**config.mk**
```make
export PLATFORM = sky130hd
export DESIGN_NAME = fir_out_sched_flat
export DESIGN_NICKNAME = d
export VERILOG_FILES = /design/src/rtl/fir_out_sched_pkg.sv /design/src/rtl/fir_out_sched_if.sv /design/src/rtl/fir_out_sched_credit.sv /design/src/rtl/fir_out_sched.sv /design/src/flat_wrapper.sv
export SDC_FILE = /design/constraint.sdc
export NUM_CORES = 1
export LEC_CHECK = 0
export CAP_MARGIN = 25
export CORE_ASPECT_RATIO = 0.8
export CORE_MARGIN = 3
export CORE_UTILIZATION = 23
export DETAILED_ROUTE_END_ITERATION = 8
export DONT_BUFFER_PORTS = 1
export GPL_TIMING_DRIVEN = 0
export PLACE_DENSITY = 0.35
export SYNTH_ARGS = -nofsm -noshare
export SYNTH_HDL_FRONTEND = slang
export SYNTH_SLANG_ARGS = --single-unit
```
**constraint.sdc**
```tcl
create_clock -name M_AXIS_ACLK -period 6.5 [get_ports M_AXIS_ACLK]
set_input_delay 1.3 -clock M_AXIS_ACLK [delete_from_list [all_inputs] [get_ports M_AXIS_ACLK]]
set_output_delay 1.3 -clock M_AXIS_ACLK [all_outputs]
set_load 0.05 [all_outputs]
```
**src/rtl/fir_out_sched_pkg.sv**
```systemverilog
// Shared FIR output-scheduler types: decimation rate, frame length, scheduler
// states and the credit count shared with the stream master QUOTA.
package fir_pkg;

  localparam int FIR_FRAME_LEN_W = 16;
  localparam int FIR_OUT_CREDITS = 2;

  typedef logic [3:0]                 FIR_DOWN_RATE;
  typedef logic [FIR_FRAME_LEN_W-1:0] FIR_FRAME_LEN;

  typedef enum logic [1:0] {
    IDLE  = 2'd0,
    RUN   = 2'd1,
    DRAIN = 2'd2
  } FIR_SCHED_STATE;

  function automatic int fir_credit_w(input int credits);
    return $clog2(credits + 1);
  endfunction

endpackage

```
**src/rtl/fir_out_sched_if.sv**
```systemverilog
// FIFO-side and stream-master-side signals of the FIR output scheduler.
interface fir_out_sched_if #(
  parameter int RATE_W = 4
);
  logic              buf_empty;
  logic              buf_pop;
  logic              sink_ready;
  logic              credit_ret;
  logic              out_valid;
  logic              out_last;
  logic [RATE_W-1:0] rate_out;

  modport master (
    input  buf_empty, sink_ready, credit_ret,
    output buf_pop, out_valid, out_last, rate_out
  );

  modport slave (
    output buf_empty, sink_ready, credit_ret,
    input  buf_pop, out_valid, out_last, rate_out
  );
endinterface

```
**src/rtl/fir_out_sched_credit.sv**
```systemverilog
// Saturating up/down credit counter: take on FIFO pop, give on sink return,
// clear refills to CREDITS; ovf flags a return while already full.
module fir_sched_credit
  import fir_pkg::*;
#(
  parameter int CREDITS = FIR_OUT_CREDITS
) (
  input  logic                             M_AXIS_ACLK,
  input  logic                             M_AXIS_ARESETN,
  input  logic                             take,
  input  logic                             give,
  input  logic                             clear,
  output logic [fir_credit_w(CREDITS)-1:0] credits,
  output logic                             has_credit,
  output logic                             full,
  output logic                             ovf
);
  localparam int CW = fir_credit_w(CREDITS);
  localparam logic [CW-1:0] FULL_CNT = CW'(CREDITS);

  assign full       = (credits == FULL_CNT);
  assign has_credit = (credits != '0);
  assign ovf        = give && !take && full;

  always_ff @(posedge M_AXIS_ACLK or negedge M_AXIS_ARESETN) begin
    if (!M_AXIS_ARESETN) begin
      credits <= FULL_CNT;
    end else if (clear) begin
      credits <= FULL_CNT;
    end else if (take && !give && has_credit) begin
      credits <= credits - CW'(1);
    end else if (give && !take && !full) begin
      credits <= credits + CW'(1);
    end
  end

endmodule

```
**src/rtl/fir_out_sched.sv**
```systemverilog
// Frame scheduler between FIR output FIFO and stream master; optional stall
// statistics counter enabled by FIR_OUT_SCHED_STATS_EN.
//
// state | meaning
// IDLE  | waiting for an accepted cfg_start
// RUN   | popping samples while FIFO, sink and credits allow
// DRAIN | final sample popped, waiting for all credits to return
module fir_out_sched
  import fir_pkg::*;
#(
  parameter int CREDITS     = FIR_OUT_CREDITS,
  parameter int FRAME_LEN_W = FIR_FRAME_LEN_W,
  parameter int RATE_W      = $bits(FIR_DOWN_RATE)
) (
  input  logic                   M_AXIS_ACLK,
  input  logic                   M_AXIS_ARESETN,
  input  logic                   cfg_start,
  input  logic                   cfg_abort,
  input  logic [RATE_W-1:0]      cfg_rate,
  input  logic [FRAME_LEN_W-1:0] cfg_frame_len,
  output logic                   busy,
  output logic                   done,
  output logic                   err,
`ifdef FIR_OUT_SCHED_STATS_EN
  output logic [31:0]            stat_stall,
`endif
  fir_out_sched_if.master        sif
);
  localparam int CW = fir_credit_w(CREDITS);

  FIR_SCHED_STATE         state_q, state_d;
  logic [FRAME_LEN_W-1:0] frame_len_q, cnt_q, last_idx;
  logic [RATE_W-1:0]      rate_q;
  logic                   out_valid_q, out_last_q, done_q, err_q;
  logic                   start_acc, pop, final_pop, done_d;
  logic [CW-1:0]          credits;
  logic                   has_credit, full, ovf, refill;

  fir_sched_credit #(
    .CREDITS (CREDITS)
  ) u_credit (
    .M_AXIS_ACLK    (M_AXIS_ACLK),
    .M_AXIS_ARESETN (M_AXIS_ARESETN),
    .take           (pop),
    .give           (sif.credit_ret),
    .clear          (cfg_abort),
    .credits        (credits),
    .has_credit     (has_credit),
    .full           (full),
    .ovf            (ovf)
  );

  assign last_idx = frame_len_q - FRAME_LEN_W'(1);
  // Done is raised as the last credit lands so busy and done change together.
  assign refill   = full || (sif.credit_ret && (credits == CW'(CREDITS - 1)));

  always_ff @(posedge M_AXIS_ACLK or negedge M_AXIS_ARESETN) begin
    if (!M_AXIS_ARESETN) begin
      state_q <= IDLE;
    end else begin
      state_q <= state_d;
    end
  end

  always_comb begin
    state_d   = state_q;
    start_acc = 1'b0;
    pop       = 1'b0;
    final_pop = 1'b0;
    done_d    = 1'b0;
    case (state_q)
      IDLE: begin
        if (cfg_start && (cfg_frame_len != '0)) begin
          start_acc = 1'b1;
          state_d   = RUN;
        end
      end
      RUN: begin
        pop = !sif.buf_empty && sif.sink_ready && has_credit;
        if (pop && (cnt_q == last_idx)) begin
          final_pop = 1'b1;
          state_d   = DRAIN;
        end
      end
      DRAIN: begin
        if (refill) begin
          done_d  = 1'b1;
          state_d = IDLE;
        end
      end
      default: state_d = IDLE;
    endcase
    // Abort wins over everything, including a same-cycle start or pop.
    if (cfg_abort) begin
      state_d   = IDLE;
      start_acc = 1'b0;
      pop       = 1'b0;
      final_pop = 1'b0;
      done_d    = 1'b0;
    end
  end

  always_ff @(posedge M_AXIS_ACLK or negedge M_AXIS_ARESETN) begin
    if (!M_AXIS_ARESETN) begin
      frame_len_q <= '0;
      cnt_q       <= '0;
      rate_q      <= '0;
      out_valid_q <= 1'b0;
      out_last_q  <= 1'b0;
      done_q      <= 1'b0;
      err_q       <= 1'b0;
    end else begin
      out_valid_q <= pop;
      out_last_q  <= final_pop;
      done_q      <= done_d;
      if (start_acc) begin
        frame_len_q <= cfg_frame_len;
        rate_q      <= cfg_rate;
      end
      if (start_acc || cfg_abort) begin
        cnt_q <= '0;
      end else if (pop) begin
        cnt_q <= cnt_q + FRAME_LEN_W'(1);
      end
      if (ovf) begin
        err_q <= 1'b1;
      end else if (start_acc) begin
        err_q <= 1'b0;
      end
    end
  end

`ifdef FIR_OUT_SCHED_STATS_EN
  logic stall;

  assign stall = (state_q == RUN) && !sif.buf_empty && (!sif.sink_ready || !has_credit);

  always_ff @(posedge M_AXIS_ACLK or negedge M_AXIS_ARESETN) begin
    if (!M_AXIS_ARESETN) begin
      stat_stall <= '0;
    end else if (start_acc) begin
      stat_stall <= '0;
    end else if (stall && (stat_stall != '1)) begin
      stat_stall <= stat_stall + 32'd1;
    end
  end
`endif

  assign sif.buf_pop   = pop;
  assign sif.out_valid = out_valid_q;
  assign sif.out_last  = out_last_q;
  assign sif.rate_out  = rate_q;
  assign busy          = (state_q != IDLE);
  assign done          = done_q;
  assign err           = err_q;

endmodule

```
**src/flat_wrapper.sv**
```systemverilog
// flat-port wrapper written by rule: the top's interface ports become plain ports
module fir_out_sched_flat import fir_pkg::*;
#(
  parameter int CREDITS     = FIR_OUT_CREDITS,
  parameter int FRAME_LEN_W = FIR_FRAME_LEN_W,
  parameter int RATE_W      = $bits(FIR_DOWN_RATE)
)
  (M_AXIS_ACLK, M_AXIS_ARESETN, cfg_start, cfg_abort, cfg_rate, cfg_frame_len, busy, done, err, sif_buf_empty, sif_sink_ready, sif_credit_ret, sif_buf_pop, sif_out_valid, sif_out_last, sif_rate_out);
  fir_out_sched_if #(.RATE_W(RATE_W)) sif_i ();
  input  logic M_AXIS_ACLK;
  input  logic M_AXIS_ARESETN;
  input  logic cfg_start;
  input  logic cfg_abort;
  input  logic [RATE_W-1:0] cfg_rate;
  input  logic [FRAME_LEN_W-1:0] cfg_frame_len;
  output logic busy;
  output logic done;
  output logic err;
  input wire logic [$bits(sif_i.buf_empty)-1:0] sif_buf_empty;
  input wire logic [$bits(sif_i.sink_ready)-1:0] sif_sink_ready;
  input wire logic [$bits(sif_i.credit_ret)-1:0] sif_credit_ret;
  output wire logic [$bits(sif_i.buf_pop)-1:0] sif_buf_pop;
  output wire logic [$bits(sif_i.out_valid)-1:0] sif_out_valid;
  output wire logic [$bits(sif_i.out_last)-1:0] sif_out_last;
  output wire logic [$bits(sif_i.rate_out)-1:0] sif_rate_out;
  assign sif_i.buf_empty = sif_buf_empty;
  assign sif_i.sink_ready = sif_sink_ready;
  assign sif_i.credit_ret = sif_credit_ret;
  assign sif_buf_pop = sif_i.buf_pop;
  assign sif_out_valid = sif_i.out_valid;
  assign sif_out_last = sif_i.out_last;
  assign sif_rate_out = sif_i.rate_out;
  fir_out_sched #(.CREDITS(CREDITS), .FRAME_LEN_W(FRAME_LEN_W), .RATE_W(RATE_W)) u_core (.M_AXIS_ACLK(M_AXIS_ACLK), .M_AXIS_ARESETN(M_AXIS_ARESETN), .cfg_start(cfg_start), .cfg_abort(cfg_abort), .cfg_rate(cfg_rate), .cfg_frame_len(cfg_frame_len), .busy(busy), .done(done), .err(err), .sif(sif_i));
endmodule
```
==> metrics.log, run 1 <==
INFO  metric run_status = completed
INFO  metric detail_route.drc_violations = 0
INFO  metric floorplan.initialDensity = 23.9%
INFO  metric detailed_place.area = around 2900 um^2
INFO  metric die_area = 12800 um^2
INFO  metric antenna_found_initial = 1
INFO  metric gr-total-overflow = 0
INFO  metric post-synth-top-area-cell = sky130_fd_sc_hd__dfrtp_1
INFO  metric crit_fanout = 7
INFO  metric power_leakage = 1.15 nW
INFO  metric timing.critical_path.from_type = primary input
INFO  metric detail_route.iter0.violations = 123
INFO  metric clock-root-buffer = sky130_fd_sc_hd__clkbuf_16
INFO  metric clock_pin_slew_reported_for_the_worst_setup_and_hold_paths_after_clock_tree_synthesis = about 60 ps
INFO  metric cts-htree-levels = 2
INFO  metric setup.worst_path.end_class = output pin
INFO  metric routed_wire_length_per_instance = about 16 um
INFO  metric final_layout_size_suffix_gt1_share = 16.6%
INFO  metric report.power.total = 0.000804 W
INFO  metric dieWidth = 126 um
INFO  metric postSynthAreaPerCell = 9.92 um^2
INFO  metric worst_clock_skew = 4.21 ps
INFO  metric utilization = 27.1%
INFO  metric synth-main-ff-cell = sky130_fd_sc_hd__dfrtp_1
INFO  metric critPathArrivalTime = 2320 ps
INFO  metric synth.yosys.warnings = 0
INFO  metric maxClockFrequency = approximately 280 MHz
INFO  metric cts-hold-fix-buffers = 0
INFO  metric floorplan.core_area = 11100 um^2
INFO  metric number_of_unique_standard_cell_types_used_by_synthesis = 50
INFO  metric post-route-cell-area = 3000 um^2
INFO  metric pin_count_of_the_biggest_net_entering_global_routing = 45
INFO  metric final-setup-viol-count = 0
INFO  metric cts.path.max_buffers = 2
INFO  metric drt_first_pass_iters = 4
INFO  metric synth_area_leaders = sky130_fd_sc_hd__dfrtp_1, sky130_fd_sc_hd__mux2_2, sky130_fd_sc_hd__xnor2_1
INFO  metric synth_top_cell_area_share = 40.6%
INFO  metric critical_path_class = primary input to output pin
INFO  metric cts_made_buffers = 5
INFO  metric share_of_flip_flops_with_an_asynchronous_set_or_reset = 100%
INFO  metric route.vias.total = between 1500 and 2000
INFO  metric dp.final_hpwl = around 5100 um
INFO  metric synth_enable_flop_cells = 0
INFO  metric cell_area_after_synthesis = 2650 um^2
INFO  metric number_of_rows_in_the_core_area = 34
INFO  metric first_global_vias = approximately 2000
INFO  metric power_density = between 200 and 300 nW/um^2
INFO  metric buffers_on_ports = 0
INFO  metric tns = 0 ps
INFO  metric syn_inst = 267
INFO  metric period_minus_slack = 3620 ps
INFO  metric fin_worst_hold_slack = 494 ps
INFO  metric wl = 6820 um
INFO  metric worst_slew_margin_rel = between 50 and 60%
INFO  metric holdCritPathClass = flop to flop
INFO  metric postCtsSetupRepairBufs = 0
INFO  metric vias_per_cell = 4.68
INFO  metric cts_resized = 0
INFO  metric grt_first_pass_wirelength = 11000 um
INFO  metric slew_viol_final = 0
INFO  metric layout.nets = between 300 and 400
INFO  metric globalRouteTotalUtil = around 11%
INFO  metric drv_cap = 0
INFO  metric io-pin-count = 37
INFO  metric clk-insertion-delay-late = 290 ps
INFO  metric ys_seq_area_share = 41.6%
INFO  metric synth_seq_cells = 44
INFO  metric crit_required = 5200 ps
INFO  metric gpl.final_weighted_congestion = a little under 0.8
INFO  metric net_count_after_synthesis = 299
INFO  metric syn2layout_area_growth = 13.3%
INFO  metric tightest_slew = between 700 and 800 ps
INFO  metric cts_tree = built
INFO  metric peakVddDrop = around 0.09 mV
INFO  metric antenna_violating_nets_post_route = 0
INFO  metric hold_viol_final = 0
INFO  metric clock-sinks = 44
INFO  metric die_h = 102 um
INFO  metric rsz0062_at_grt = no
INFO  metric timing.final.crit_share = a little under three fifths
per-stage QoR:
step	setup slack, ps	std cells
floorplan	2430	267
global placement	2170	411
detailed placement	2730	413
CTS	2870	421
global route	2810	422
finish	2880	422
kinds of logic (layout without fill, tap and decap cells):
logic type | after synthesis | in the layout | synth area share (%)
and+or+nand+nor | 104 | 104 | 22.0
DFF | 44 | 44 | 41.6
xor gates and xnor gates | 35 | 35 | 11.6
AOI/OAI and AO/OA | 32 | 32 | 8.51
buffers and inverters | 25 | 35 | 4.68
muxes | 22 | 22 | 9.26
adders and majority gates | 5 | 5 | 2.36
other | 0 | 1 | 0
synth_stat cells, drive strengths merged (2+ instances only):
library cell / n
a2111oi: 3
a211o: 2
a21oi: 6
a31oi: 2
and3: 2
buf: 8
clkbuf: 6
dfrtp: 43
ha: 5
inv: 11
mux2: 20
mux2i: 2
nand2: 14
nand2b: 2
nand3: 7
nand4: 10
nor2: 28
nor2b: 4
nor3: 8
nor4: 9
o21ai: 10
o31ai: 2
or2: 3
or3: 2
or3b: 3
or4: 7
xnor2: 21
xor2: 14
state kept, by name (all words and copies together), names as in the netlist:
register	flops
u_core.cnt_q	16
u_core.state_q	2
u_core.sif.out_last	1
u_core.sif.rate_out	4
u_core.frame_len_q	16
u_core.sif.out_valid	1
u_core.err	1
u_core.done	1
u_core.u_credit.credits	2
power breakdown:
group,internal [W],switching [W],total (W)
combinational,0.0000824,0.0000970,0.000179
sequential,0.000304,0.0000591,0.000363
clock,0.000154,0.000108,0.000262
total,0.000540,0.000265,0.000804
critical path, cell delays in order:
cell	delay [ps]
sky130_fd_sc_hd__or3b_1	350
sky130_fd_sc_hd__buf_2	170
sky130_fd_sc_hd__nor2_2	270
sky130_fd_sc_hd__buf_8	210
cells in the final DEF (no fill, tap or decap), types with 3 or more instances in the layout:
cell type	netlist	routed
sky130_fd_sc_hd__nor4_1	8	8
sky130_fd_sc_hd__ha_1	5	5
sky130_fd_sc_hd__mux2_2	20	20
sky130_fd_sc_hd__or4_4	3	3
sky130_fd_sc_hd__o21ai_0	10	10
sky130_fd_sc_hd__nor2_1	28	27
sky130_fd_sc_hd__or4_1	4	4
sky130_fd_sc_hd__clkbuf_16	0	5
sky130_fd_sc_hd__a21oi_1	6	6
sky130_fd_sc_hd__buf_6	3	3
sky130_fd_sc_hd__nand2_1	14	14
sky130_fd_sc_hd__nor3_1	8	8
sky130_fd_sc_hd__buf_2	2	3
sky130_fd_sc_hd__clkbuf_1	4	6
sky130_fd_sc_hd__xnor2_1	21	21
sky130_fd_sc_hd__nand3_1	7	7
sky130_fd_sc_hd__buf_1	3	3
sky130_fd_sc_hd__nor2b_1	4	4
sky130_fd_sc_hd__dfrtp_1	43	43
sky130_fd_sc_hd__nand4_1	10	10
sky130_fd_sc_hd__xor2_1	14	14
sky130_fd_sc_hd__inv_1	11	11
path summary, 6_finish.rpt:
| path | start | to | slack, ps | cells past startpoint |
|---|---|---|---|---|
| min reg2reg | u_core.state_q[0] | u_core.done | 490 | 1 |
| min | u_core.state_q[0] | u_core.done | 490 | 1 |
| max in group asynchronous | M_AXIS_ARESETN | u_core.u_credit.credits[1] | 5630 | 0 |
| min in group asynchronous | M_AXIS_ARESETN | u_core.sif.out_valid | 700 | 0 |
| max | cfg_abort | sif_buf_pop | 2880 | 4 |
| max reg2reg | u_core.frame_len_q[0] | u_core.state_q[0] | 3670 | 10 |
cell type report:
cell class	instances	area, um^2
antenna	1	2.50
buffer	14	82.6
clock buffer	8	146
fill	1195	8060
inverter	11	41.3
multi-input combinational	198	1420
sequential	44	1100
tap	144	180
timing repair buffer	2	20.0
per-layer routing:
layer	track usage (%)	routed length (um)
met3	3.34	408
met5	0	0
met2	15.2	2660
met1	16.6	3650
met4	3.38	105
Note: power is estimated with default switching activity, not from simulation.
==> run 2, diff against run 1 <==
==> constraint.sdc (replaced) <==
create_clock -name M_AXIS_ACLK -period 3.5 [get_ports M_AXIS_ACLK]
set_input_delay 0.7 -clock M_AXIS_ACLK [delete_from_list [all_inputs] [get_ports M_AXIS_ACLK]]
set_output_delay 0.7 -clock M_AXIS_ACLK [all_outputs]
set_load 0.05 [all_outputs]
==> results of run 2 <==
Same layout as run 1 (identical final DEF). Status: completed.
Main changes from that run: setup slack after placement 2730 ps -> 327 ps; clock-pin slew on the worst setup and hold paths 60 ps -> 70 ps; setup slack after layout 2880 ps -> 672 ps; hold slack 494 ps -> 98.7 ps; start point of the critical path cfg_abort -> u_core.frame_len_q[0]; end point of the critical path sif_buf_pop -> u_core.state_q[0]; register-to-register setup slack 3670 ps -> 670 ps; total power 0.000804 W -> 0.00149 W; worst IR drop on VDD 0.0902 mV -> 0.168 mV
==> run 3, diff against run 2 <==
--- a/config.mk
+++ b/config.mk
@@ -12,7 +12,7 @@
 export DETAILED_ROUTE_END_ITERATION = 8
 export DONT_BUFFER_PORTS = 1
 export GPL_TIMING_DRIVEN = 0
-export PLACE_DENSITY = 0.35
+export PLACE_DENSITY = 0.36
 export SYNTH_ARGS = -nofsm -noshare
 export SYNTH_HDL_FRONTEND = slang
 export SYNTH_SLANG_ARGS = --single-unit
==> constraint.sdc (replaced) <==
create_clock -name M_AXIS_ACLK -period 2.59 [get_ports M_AXIS_ACLK]
set_input_delay 0.518 -clock M_AXIS_ACLK [delete_from_list [all_inputs] [get_ports M_AXIS_ACLK]]
set_output_delay 0.518 -clock M_AXIS_ACLK [all_outputs]
set_load 0.05 [all_outputs]
==> run 3 against run 2 <==
Against the previous run: non-clock buffer count is 2 higher; worst setup slack worse by 620 ps; largest power group unchanged; worst hold slack worse by 28 ps; design area is 4.8% higher; via count stayed put.
==> metrics.log, run 3 (same netlist as run 1, synthesis figures left out) <==
INFO  metric run_status = completed
INFO  metric wl = 7090 um (+4.0%)
INFO  metric clk-insertion-delay-late = 290 ps (about the same)
INFO  metric antenna_violating_nets_post_route = 0 (unchanged)
INFO  metric final-setup-viol-count = 0 (unchanged)
INFO  metric globalRouteTotalUtil = 11.4% (+0.26 points)
INFO  metric hold_viol_final = 0 (unchanged)
INFO  metric detail_route.drc_violations = 0 (unchanged)
INFO  metric floorplan.core_area = 11100 um^2 (unchanged)
INFO  metric timing.final.crit_share = 98.0%
INFO  metric worst_slew_margin_rel = 41.3% (-10 points)
INFO  metric power_leakage = 1.19 nW (+3.3%)
INFO  metric die_area = 12800 um^2 (unchanged)
INFO  metric first_global_vias = 2029 (+3.9%)
INFO  metric gpl.final_weighted_congestion = 0.759 (-2.2%)
INFO  metric post-place-ws = -357 ps
INFO  metric insertedDiodeCount = 0 (-1)
INFO  metric clock-sinks = 44 (unchanged)
INFO  metric layout.nets = 310 (+0.65%)
INFO  metric antenna_found_initial = 0 (-1)
INFO  metric tns = 0 ps (unchanged)
INFO  metric clock_pin_slew_reported_for_the_worst_setup_and_hold_paths_after_clock_tree_synthesis = ~60 ps
INFO  metric holdCritPathClass = primary input to async pin
INFO  metric vias_per_cell = 4.67 (-0.24%)
INFO  metric die_h = 102 um (unchanged)
INFO  metric worst_slack = 51.7 ps
INFO  metric cts_made_buffers = 5 (unchanged)
INFO  metric io-pin-count = 37 (unchanged)
INFO  metric dp.final_hpwl = 5110 um (about the same)
INFO  metric power_density = 687 nW/um^2
INFO  metric tightest_slew = 873 ps (+147 ps)
INFO  metric gr-total-overflow = 0 (unchanged)
INFO  metric clock-root-buffer = sky130_fd_sc_hd__clkbuf_16
INFO  metric critical_path_class = flop to flop
INFO  metric r2r_slack = 50 ps
INFO  metric route.vias.total = 1974 (unchanged)
INFO  metric floorplan.initialDensity = 23.9% (unchanged)
INFO  metric critPathArrivalTime = 2710 ps
INFO  metric crit_required = 2770 ps
INFO  metric grt_first_pass_wirelength = 11400 um (+3.4%)
INFO  metric crit_fanout = 8
INFO  metric cts-htree-levels = 2 (unchanged)
INFO  metric cts.path.max_buffers = 2 (unchanged)
INFO  metric slew_viol_final = 0 (unchanged)
INFO  metric worst_clock_skew = 4.35 ps (+0.139 ps)
INFO  metric timing.critical_path.from_type = flop
INFO  metric syn2layout_area_growth = 18.7%
INFO  metric final_layout_size_suffix_gt1_share = 22.9% (+6.3 points)
INFO  metric pin_count_of_the_biggest_net_entering_global_routing = 44 (-2.2%)
INFO  metric maxClockFrequency = ~390 MHz
INFO  metric cts_tree = built
INFO  metric routed_wire_length_per_instance = 16.8 um (+3.7%)
INFO  metric buffers_on_ports = 0 (unchanged)
INFO  metric period_minus_slack = 2540 ps
INFO  metric fill_cells = 1183 (-1.0%)
INFO  metric layout_common_cells = sky130_fd_sc_hd__dfrtp_1, sky130_fd_sc_hd__nor2_1, sky130_fd_sc_hd__xnor2_1
INFO  metric drv_cap = 0 (unchanged)
INFO  metric drt_first_pass_iters = 4 (unchanged)
INFO  metric detail_route.iter0.violations = 113 (-8.1%)
INFO  metric rsz0062_at_grt = yes
INFO  metric setup.worst_path.end_class = flop
INFO  metric dieWidth = 126 um (unchanged)
INFO  metric peakVddDrop = 0.231 mV
INFO  metric layout_commonest_cell = sky130_fd_sc_hd__dfrtp_1
INFO  metric number_of_rows_in_the_core_area = 34 (unchanged)
## run 3: cell types whose count changed in the layout (fill, tap and decap cells not counted), sizes merged
| cell | before | now |
|---|---|---|
| clkbuf | 14 | 10 |
| clkinv | 0 | 1 |
| diode | 1 | 0 |
| bufinv | 0 | 1 |
| buf | 10 | 14 |
## run 3: path summary, 6_finish.rpt
check | from | endpoint | cells after the start
min reg2reg | u_core.state_q[0] | u_core.done | 1
min | M_AXIS_ARESETN | u_core.u_credit.credits[1] | 0
max in group asynchronous | M_AXIS_ARESETN | u_core.frame_len_q[1] | 1
max | u_core.frame_len_q[1] | u_core.state_q[1] | 10
min in group M_AXIS_ACLK | cfg_abort | u_core.u_credit.credits[0] | 1
max reg2reg | u_core.frame_len_q[1] | u_core.state_q[1] | 10
## run 3: timing repair
action	CTS	global route
gates resized for setup	13	12
pin swaps	3	4
setup endpoints to repair	9	5
buffers inserted	2	2
endpoints found under the hold margin	43	0
hold buffers	1	0
## run 3: report_power, final
part	switching, W	internal [W]
clock	0.000273	0.000454
combinational	0.000290	0.000237
sequential	0.000142	0.000763
total	0.000706	0.00145
## run 3: critical path, cell delays in order (launching register included)
cell and delay (ps):
sky130_fd_sc_hd__dfrtp_2 430, sky130_fd_sc_hd__inv_1 60, sky130_fd_sc_hd__ha_1 150, sky130_fd_sc_hd__buf_6 130, sky130_fd_sc_hd__or4b_4 510, sky130_fd_sc_hd__buf_4 170
sky130_fd_sc_hd__or4_1 470, sky130_fd_sc_hd__nand3_1 90, sky130_fd_sc_hd__and3_1 220, sky130_fd_sc_hd__or2_2 150, sky130_fd_sc_hd__o21ai_1 50
## run 3: area by class of cell
cell class	instances	area, um^2	share of cell area [%]
Timing Repair Buffer	5	57.6	1.83
Inverter	11	41.3	1.31
Multi-Input combinational cell	198	1510	48.0
Tap cell	144	180	5.73
Clock inverter	2	35.0	1.11
Buffer	13	85.1	2.71
Clock buffer	6	129	4.10
Sequential cell	44	1100	35.2
## run 3: layer usage
metal,track usage (%),share of wire [%],up-vias
met3,3.40,6.5,7
met1,16.7,51,956
met2,16.1,41,47
met5,0,0,-
met4,3.05,1.5,0
li1,-,-,964
## run 3: per-stage QoR
step	hold slack (ps)	cells	util (%)	instance area (um^2)	total power (W)
6_report	70.4	423	28.4	3140	0.00216
5_1_grt	57.6	423	28.4	3140	0.00229
4_1_cts	61.6	421	27.8	3080	0.00216
3_5_place_dp	226	411	25.6	2830	0.00137
3_3_place_gp	226	411	25.6	2830	0.00136
2_1_floorplan	222	267	-	2650	0.00126
